### config.mk
export PLATFORM = sky130hd
export DESIGN_NAME = mem_arb
export DESIGN_NICKNAME = d
export VERILOG_FILES = /design/src/rtl/mem_arb_defines.sv /design/src/rtl/mem_arb_slot.sv /design/src/rtl/mem_arb.sv
export SDC_FILE = /design/constraint.sdc
export NUM_CORES = 1
export LEC_CHECK = 0
export CELL_PAD_IN_SITES_DETAIL_PLACEMENT = 0
export CELL_PAD_IN_SITES_GLOBAL_PLACEMENT = 1
export CORE_ASPECT_RATIO = 0.8
export CORE_MARGIN = 2
export CORE_UTILIZATION = 38
export CTS_CLUSTER_DIAMETER = 60
export DETAILED_ROUTE_END_ITERATION = 16
export PLACE_DENSITY_LB_ADDON = 0.12
export SLEW_MARGIN = 10
export SYNTH_ARGS = -nofsm -noshare
export SYNTH_HDL_FRONTEND = slang
export SYNTH_SLANG_ARGS = --single-unit
### constraint.sdc
create_clock -name clock -period 13.48 [get_ports clock]
set_input_delay 3.37 -clock clock [delete_from_list [all_inputs] [get_ports clock]]
set_output_delay 3.37 -clock clock [all_outputs]
set_load 0.005 [all_outputs]
### src/rtl/mem_arb_defines.sv
// Shared types and constants for the instruction-fetch / load-store memory arbiter.
package mem_arb_defines;

    // Arbiter FSM: idle, or waiting on the downstream response for one owner.
    typedef enum logic [1:0] {
        IDLE     = 2'd0,
        WAIT_IFU = 2'd1,
        WAIT_LSU = 2'd2
    } arb_state;

    // Identity of the most recently granted requester.
    localparam logic GRANT_IFU = 1'b0;
    localparam logic GRANT_LSU = 1'b1;

    // Instruction fetches are always full-word reads.
    localparam logic [1:0] IFU_SIZE  = 2'b10;
    localparam logic [3:0] IFU_WMASK = 4'hF;

    // One captured memory request, as it will be presented downstream.
    typedef struct packed {
        logic [31:0] addr;
        logic [1:0]  size;
        logic        wen;
        logic [31:0] wdata;
        logic [3:0]  wmask;
    } mem_req_t;

endpackage

### src/rtl/mem_arb_slot.sv
// One pending-request holding register: captures a request pulse, is cleared
// when the arbiter grants it, and flags pulses that arrive while it is full.
module mem_arb_slot
    import mem_arb_defines::*;
(
    input  logic     clock,
    input  logic     reset,
    input  logic     load,
    input  logic     clear,
    input  mem_req_t req_in,
    output logic     pending,
    output mem_req_t req,
    output logic     overrun
);

    // A grant in the same cycle frees the slot, so a coincident pulse is a
    // legal reload rather than an overrun.
    assign overrun = load && pending && !clear;

    // Capture on a pulse into a free (or just-granted) slot; drop it otherwise.
    always_ff @(posedge clock or posedge reset) begin
        if (reset) begin
            pending <= 1'b0;
            req     <= '0;
        end else begin
            if (load && (!pending || clear)) begin
                req     <= req_in;
                pending <= 1'b1;
            end else if (clear) begin
                pending <= 1'b0;
            end
        end
    end

endmodule

### src/rtl/mem_arb.sv
// Arbiter between the CPU fetch and load/store channels and a single shared
// memory port: one transaction in flight, round-robin on ties, response
// timeout with error data, and sticky error flags.
module mem_arb
    import mem_arb_defines::*;
#(
    parameter int unsigned TIMEOUT_CYCLES = 1024,
    parameter logic [31:0] ERR_RDATA      = 32'hDEAD_BEEF
) (
    input  logic        clock,
    input  logic        reset,

    input  logic        ifu_reqValid,
    input  logic [31:0] ifu_addr,
    output logic        ifu_respValid,
    output logic [31:0] ifu_rdata,

    input  logic        lsu_reqValid,
    input  logic [31:0] lsu_addr,
    input  logic [1:0]  lsu_size,
    input  logic        lsu_wen,
    input  logic [31:0] lsu_wdata,
    input  logic [3:0]  lsu_wmask,
    output logic        lsu_respValid,
    output logic [31:0] lsu_rdata,

    output logic        mem_reqValid,
    output logic [31:0] mem_addr,
    output logic [1:0]  mem_size,
    output logic        mem_wen,
    output logic [31:0] mem_wdata,
    output logic [3:0]  mem_wmask,
    input  logic        mem_respValid,
    input  logic [31:0] mem_rdata,

    output logic        err_timeout,
    output logic        err_overrun
);

    localparam bit TIMEOUT_EN = (TIMEOUT_CYCLES != 0);
    localparam int CNT_W      = (TIMEOUT_CYCLES > 1) ? $clog2(TIMEOUT_CYCLES) : 1;
    localparam logic [CNT_W-1:0] TCNT_LAST =
        TIMEOUT_EN ? CNT_W'(TIMEOUT_CYCLES - 1) : '0;

    arb_state         state;
    logic             last_grant;
    logic [CNT_W-1:0] tcount;
    mem_req_t         mem_req_q;

    mem_req_t ifu_req_in;
    mem_req_t lsu_req_in;
    mem_req_t ifu_req;
    mem_req_t lsu_req;
    logic     ifu_pending;
    logic     lsu_pending;
    logic     ifu_overrun;
    logic     lsu_overrun;
    logic     grant_ifu;
    logic     grant_lsu;
    logic     timeout_hit;
    logic     timeout_event;

    // Fetches carry only an address; the remaining fields are fixed word reads.
    assign ifu_req_in = '{addr:  ifu_addr,
                          size:  IFU_SIZE,
                          wen:   1'b0,
                          wdata: 32'h0,
                          wmask: IFU_WMASK};

    assign lsu_req_in = '{addr:  lsu_addr,
                          size:  lsu_size,
                          wen:   lsu_wen,
                          wdata: lsu_wdata,
                          wmask: lsu_wmask};

    mem_arb_slot u_slot_ifu (
        .clock   (clock),
        .reset   (reset),
        .load    (ifu_reqValid),
        .clear   (grant_ifu),
        .req_in  (ifu_req_in),
        .pending (ifu_pending),
        .req     (ifu_req),
        .overrun (ifu_overrun)
    );

    mem_arb_slot u_slot_lsu (
        .clock   (clock),
        .reset   (reset),
        .load    (lsu_reqValid),
        .clear   (grant_lsu),
        .req_in  (lsu_req_in),
        .pending (lsu_pending),
        .req     (lsu_req),
        .overrun (lsu_overrun)
    );

    // Grant from registered pending bits only; on a tie the requester that
    // did not win last time goes next.
    always_comb begin
        grant_ifu = 1'b0;
        grant_lsu = 1'b0;
        if (state == IDLE) begin
            if (lsu_pending && (!ifu_pending || last_grant == GRANT_IFU)) begin
                grant_lsu = 1'b1;
            end else if (ifu_pending) begin
                grant_ifu = 1'b1;
            end
        end
    end

    // A real response always beats the timeout when both land in one cycle.
    assign timeout_hit   = TIMEOUT_EN && (tcount == TCNT_LAST);
    assign timeout_event = (state != IDLE) && !mem_respValid && timeout_hit;

    assign mem_addr  = mem_req_q.addr;
    assign mem_size  = mem_req_q.size;
    assign mem_wen   = mem_req_q.wen;
    assign mem_wdata = mem_req_q.wdata;
    assign mem_wmask = mem_req_q.wmask;

    // Issue/wait FSM with registered request and response outputs.
    always_ff @(posedge clock or posedge reset) begin
        if (reset) begin
            state         <= IDLE;
            last_grant    <= GRANT_IFU;
            tcount        <= '0;
            mem_reqValid  <= 1'b0;
            mem_req_q     <= '0;
            ifu_respValid <= 1'b0;
            ifu_rdata     <= 32'h0;
            lsu_respValid <= 1'b0;
            lsu_rdata     <= 32'h0;
        end else begin
            mem_reqValid  <= 1'b0;
            ifu_respValid <= 1'b0;
            lsu_respValid <= 1'b0;
            case (state)
                IDLE: begin
                    if (grant_lsu) begin
                        mem_reqValid <= 1'b1;
                        mem_req_q    <= lsu_req;
                        last_grant   <= GRANT_LSU;
                        tcount       <= '0;
                        state        <= WAIT_LSU;
                    end else if (grant_ifu) begin
                        mem_reqValid <= 1'b1;
                        mem_req_q    <= ifu_req;
                        last_grant   <= GRANT_IFU;
                        tcount       <= '0;
                        state        <= WAIT_IFU;
                    end
                end
                WAIT_IFU: begin
                    if (mem_respValid) begin
                        ifu_respValid <= 1'b1;
                        ifu_rdata     <= mem_rdata;
                        state         <= IDLE;
                    end else if (timeout_hit) begin
                        ifu_respValid <= 1'b1;
                        ifu_rdata     <= ERR_RDATA;
                        state         <= IDLE;
                    end else begin
                        tcount <= tcount + 1'b1;
                    end
                end
                WAIT_LSU: begin
                    if (mem_respValid) begin
                        lsu_respValid <= 1'b1;
                        lsu_rdata     <= mem_rdata;
                        state         <= IDLE;
                    end else if (timeout_hit) begin
                        lsu_respValid <= 1'b1;
                        lsu_rdata     <= ERR_RDATA;
                        state         <= IDLE;
                    end else begin
                        tcount <= tcount + 1'b1;
                    end
                end
                default: begin
                    state <= IDLE;
                end
            endcase
        end
    end

    // Sticky error flags, cleared only by reset.
    always_ff @(posedge clock or posedge reset) begin
        if (reset) begin
            err_timeout <= 1'b0;
            err_overrun <= 1'b0;
        end else begin
            if (timeout_event) begin
                err_timeout <= 1'b1;
            end
            if (ifu_overrun || lsu_overrun) begin
                err_overrun <= 1'b1;
            end
        end
    end

endmodule

Word-level counts from Yosys, hierarchy flattened

Cells that the tools add are included.

Register bits after elaboration: 260

Reductions and logical operators: 31
$add $sub $neg: 1
Equal/unequal tests: 7
Bitwise logic cells: 1
Muxes and demuxes: 31

Operators with widths:

| cell                  | count |
|---|---|
| $mux 71               | 2 |
| $mux 32               | 2 |
| $mux 10               | 4 |
| $pmux 10 s2           | 1 |
| $mux 1                | 17 |
| $reduce_bool 2->1     | 6 |
| $add 10x1->10 const B | 1 |
| $eq 10x10->1 const B  | 1 |
| $logic_and 1x1->1     | 9 |
| $mux 2                | 4 |
| $reduce_and 2->1      | 4 |
| $ne 3x1->1 const B    | 2 |
| $logic_not 1->1       | 5 |
| $logic_or 1x1->1      | 4 |
| $ne 2x2->1 const B    | 2 |
| $pmux 2 s2            | 1 |
| $reduce_and 4->1      | 1 |
| $eq 2x1->1 const B    | 1 |
| $eq 2x2->1 const B    | 1 |
| $logic_not 2->1       | 1 |
| $reduce_or 2->1       | 1 |
| $not 1->1             | 1 |

Depth between registers and ports, before layout

Word-level depth: 8
Mapped depth: 8

Modules after synthesis

A second synthesis with hierarchy kept.

Cell total of the unflattened synthesis: 873
Area, all modules: 12597.1 µm²

Modules (own cells, without submodules):

| module       | times used | area each (µm²) | cells each | seq. area each (µm²) |
|---|---|---|---|---|
| mem_arb      | 1          | 6631.4          | 561        | 3828.7 |
| mem_arb_slot | 2          | 2982.9          | 156        | 1801.7 |

Worst setup path before layout

OpenSTA, ideal clock, no wires.

Path type: input to register
Start point: in mem_respValid
End point: reg tcount[6]
Path slack: 8842 ps
Arrival: 4514 ps
Cell stages on the path: 5
Library setup time: 124 ps
Path through: nand2b_1 or2_0 buf_2 o311a_1 a211o_1

Longest elaborated chain between the ends: 2

RTL lines:

| what                              | RTL line       | RTL |
|---|---|---|
| start: declaration                | mem_arb.sv:33  | `input logic mem_respValid,` |
| $ne 2x2->1 (no source line)       | --             |  |
| $reduce_and 4->1 (no source line) | --             |  |
| end signal: assignment            | mem_arb.sv:164 | `tcount <= tcount + 1'b1;` |
| end signal: assignment            | mem_arb.sv:177 | `tcount <= tcount + 1'b1;` |
| end: declaration                  | mem_arb.sv:47  | `logic [CNT_W-1:0] tcount;` |

Every way passes these cells.
A chain may end at the register's enable or synchronous reset.

Final worst setup path

Ends and elaborated chain as after synthesis.

==> flow_summary.json <==
{
  "fin_cells": 1410,
  "vias": 7055,
  "layout-drive-gt1-share_pct": 15.2,
  "period_share_pct": 37.4,
  "slew_headroom_pct": 39.8,
  "peakVddDrop_uv": 112,
  "grt_pass1_vias": 7171,
  "worstHoldStart": "u_slot_ifu.req[0]$_DFFE_PP0P_",
  "period_needed_ns": 5.05,
  "powerDensity_nw_per_um2": 248,
  "htreeDepth": 1,
  "rr_worst_depth": 6,
  "cts_tree": "yes",
  "drt_wl_total_mm": 26.1,
  "post_dp_cell_area_sq_um": 13200,
  "grt_max_degree": 153,
  "fp-row-count": 53,
  "netlist_instances": 766,
  "max-cap-violations": 0,
  "worstPathRequired_ns": 13.89,
  "grt_usage_pct": 18.5,
  "synthDistinctLibCells": 45,
  "whs_endpoint": "u_slot_ifu.req[0]$_DFFE_PP0P_",
  "skew_ns": 0.00971,
  "place_hpwl_mm": 16.6,
  "dr.pass1.iters": 4,
  "critPathMaxFanout": 39,
  "die-width_um": 186,
  "final_common_cell": "clkdlybuf4s50_1",
  "hp-class": "flip-flop to flip-flop",
  "gr-total-overflow": 0,
  "post_cts_buffers": 0,
  "post_cts_resized": 0,
  "clockBufferDepth": 3,
  "setup_tns_ns": 0,
  "status": "completed",
  "clk_pin_slew_ns": 0.06,
  "nets": 1179,
  "fillers": 2339,
  "endpoint_kind": "flip-flop",
  "r2r-start": "state[0]$_DFFE_PP0P_",
  "leakagePower_nw": 5.98,
  "synth-seq-area-share_pct": 64.4,
  "synth.cell_area_sq_um": 10100,
  "die-height_um": 150,
  "worstMarginPinSlew_ns": 0.902,
  "ys_warn_count": 0,
  "min_path_cells": 2,
  "cts_made_buffers": 28,
  "synth.net_count": 910,
  "postSynthAreaPerCell_sq_um": 13.1,
  "setup_viol": 0,
  "wl_per_cell_um": 18.5,
  "synthTopCellsByArea": "dfrtp_1 (64%), mux2_2 (11%), a2bb2oi_1 (3.0%), nand2_1 (3.0%), a22o_1 (3.0%)",
  "via_per_inst": 5.00,
  "antenna_found_initial": 1,
  "core-area_sq_um": 26100,
  "io_pins": 280,
  "worstSetupPathType": "input port to flip-flop",
  "routabilityCongestion": 0.740,
  "layout_common_cells": "clkdlybuf4s50_1 (279), dfrtp_1 (259), mux2_2 (97), nand2_1 (80), nor2_1 (44)",
  "fmax_mhz": 198,
  "hold_buffers": 0,
  "grt_pass1_wl_mm": 40.5,
  "area_growth_pct": 40.1,
  "dieArea_sq_um": 27800,
  "final_area_sq_um": 14100,
  "slew_violations": 0,
  "hold_viol_final": 0,
  "ys_seq_elements": 259,
  "worstPathArrival_ns": 5.46,
  "first_iter_violations": 437,
  "drc_errors": 0,
  "r2r_slack_ns": 10.64,
  "rsz0062_at_grt": "no",
  "clkLatencyLatePin_ns": 0.53,
  "synth_largest_area_cell": "dfrtp_1",
  "r2r-end": "u_slot_lsu.req[26]$_DFFE_PP0P_",
  "initial_core_util_pct": 38.5,
  "crit_path_start_kind": "input port",
  "ant_nets": 0,
  "cts.sinks": 259,
  "clock-root-buffer": "clkbuf_16",
  "portBuffers": 279,
  "placed_cells": 1362,
  "yosysTopAreaCellShare_pct": 64.4
}
[per-layer routing]
metal | share of wire, % | track usage, % | vias up
li1 | - | - | 3309
met5 | 0 | 0 | -
met3 | 9.0 | 6.42 | 25
met2 | 43 | 27.3 | 232
met4 | 1.1 | 3.11 | 0
met1 | 47 | 26.7 | 3489
[synth_stat cells, drive strengths merged]
library cell and count:
a311o 1, and4 1, a21oi 10, and2 1, nor4 4, nand4 2
dfrtp 259, a32o 16, ha 4, a41oi 1, a211o 4, inv 14
nor2b 18, clkbuf 26, mux2 103, a2bb2oi 35, or3 2, nor3 2
mux2i 1, a22o 34, o22ai 4, nor2 44, nor3b 1, nand3 3
o21ai 9, a211oi 1, a21o 2, o2bb2ai 1, a21boi 1, or2 2
a31oi 34, o211ai 1, nand2 80, o22a 14, or3b 1, o311a 4
nand2b 2, buf 24
[cell type report]
cell class,instances,area (sq um),share of cell area (%)
multi-input combinational,443,3330,23.6
timing repair buffer,289,2880,20.4
sequential,259,6480,46.0
tap,357,447,3.17
antenna,1,2.50,0.0177
clock inverter,5,53.8,0.382
inverter,14,60.1,0.426
clock buffer,42,845,5.99
[kinds of logic after synthesis]
| group | after synthesis | synth area share, % |
|---|---|---|
| flops | 259 | 64.4 |
| fa+ha+maj | 4 | 0.497 |
| simple gates | 163 | 7.16 |
| compound gates | 172 | 13.6 |
| buf+inv | 64 | 2.70 |
| mux | 104 | 11.6 |
[flip-flops by register name, indices dropped and copies added, names as in the netlist, 2 cells and up]
| signal | cells |
|---|---|
| u_slot_lsu.req | 71 |
| u_slot_ifu.req | 33 |
| ifu_rdata | 32 |
| lsu_rdata | 32 |
| mem_addr | 32 |
| mem_wdata | 32 |
| tcount | 10 |
| mem_wmask | 4 |
| mem_size | 2 |
| state | 2 |
[how the worst max path moves through the flow]
| stage | cells past startpoint | slack (ns) | start | endpoint |
|---|---|---|---|---|
| 5_1_grt | 6 | 8.30 | mem_respValid | tcount[0]$_DFFE_PP0P_ |
| 6_report | 6 | 8.43 | mem_respValid | tcount[6]$_DFFE_PP0P_ |
| 3_3_place_gp | 6 | 7.93 | mem_respValid | tcount[6]$_DFFE_PP0P_ |
| 3_5_place_dp | 6 | 7.88 | mem_respValid | tcount[6]$_DFFE_PP0P_ |
| 4_1_cts | 6 | 8.46 | mem_respValid | tcount[6]$_DFFE_PP0P_ |
| 2_1_floorplan | 1 | 2.98 | reset | err_overrun$_DFFE_PP0P_ |
[stage by stage]
| stage | setup WS, ns | hold slack (ns) | util [%] | total power, mW |
|---|---|---|---|---|
| 6_report | 8.43 | 0.444 | 54.0 | 3.49 |
| 5_1_grt | 8.30 | 0.482 | 54.0 | 3.73 |
| 4_1_cts | 8.46 | 0.448 | 54.0 | 3.54 |
| 3_5_place_dp | 7.88 | 0.433 | 50.5 | 2.78 |
| 3_3_place_gp | 7.93 | 0.429 | 50.5 | 2.75 |
| 2_1_floorplan | 2.98 | 0.414 | - | 2.11 |
[report_power, final]
part / internal [mW] / switching, mW
Sequential: 1.15 / 0.200
Combinational: 0.783 / 0.611
Clock: 0.447 / 0.298
Total: 2.38 / 1.11
[worst max-delay path, stage by stage]
cell and delay [ns]:
clkdlybuf4s50_1 0.40, buf_4 0.26, nand2b_1 0.28, or2_0 0.45, o311a_1 0.41, a211o_1 0.26
Note: power is estimated with default switching activity, not from simulation.
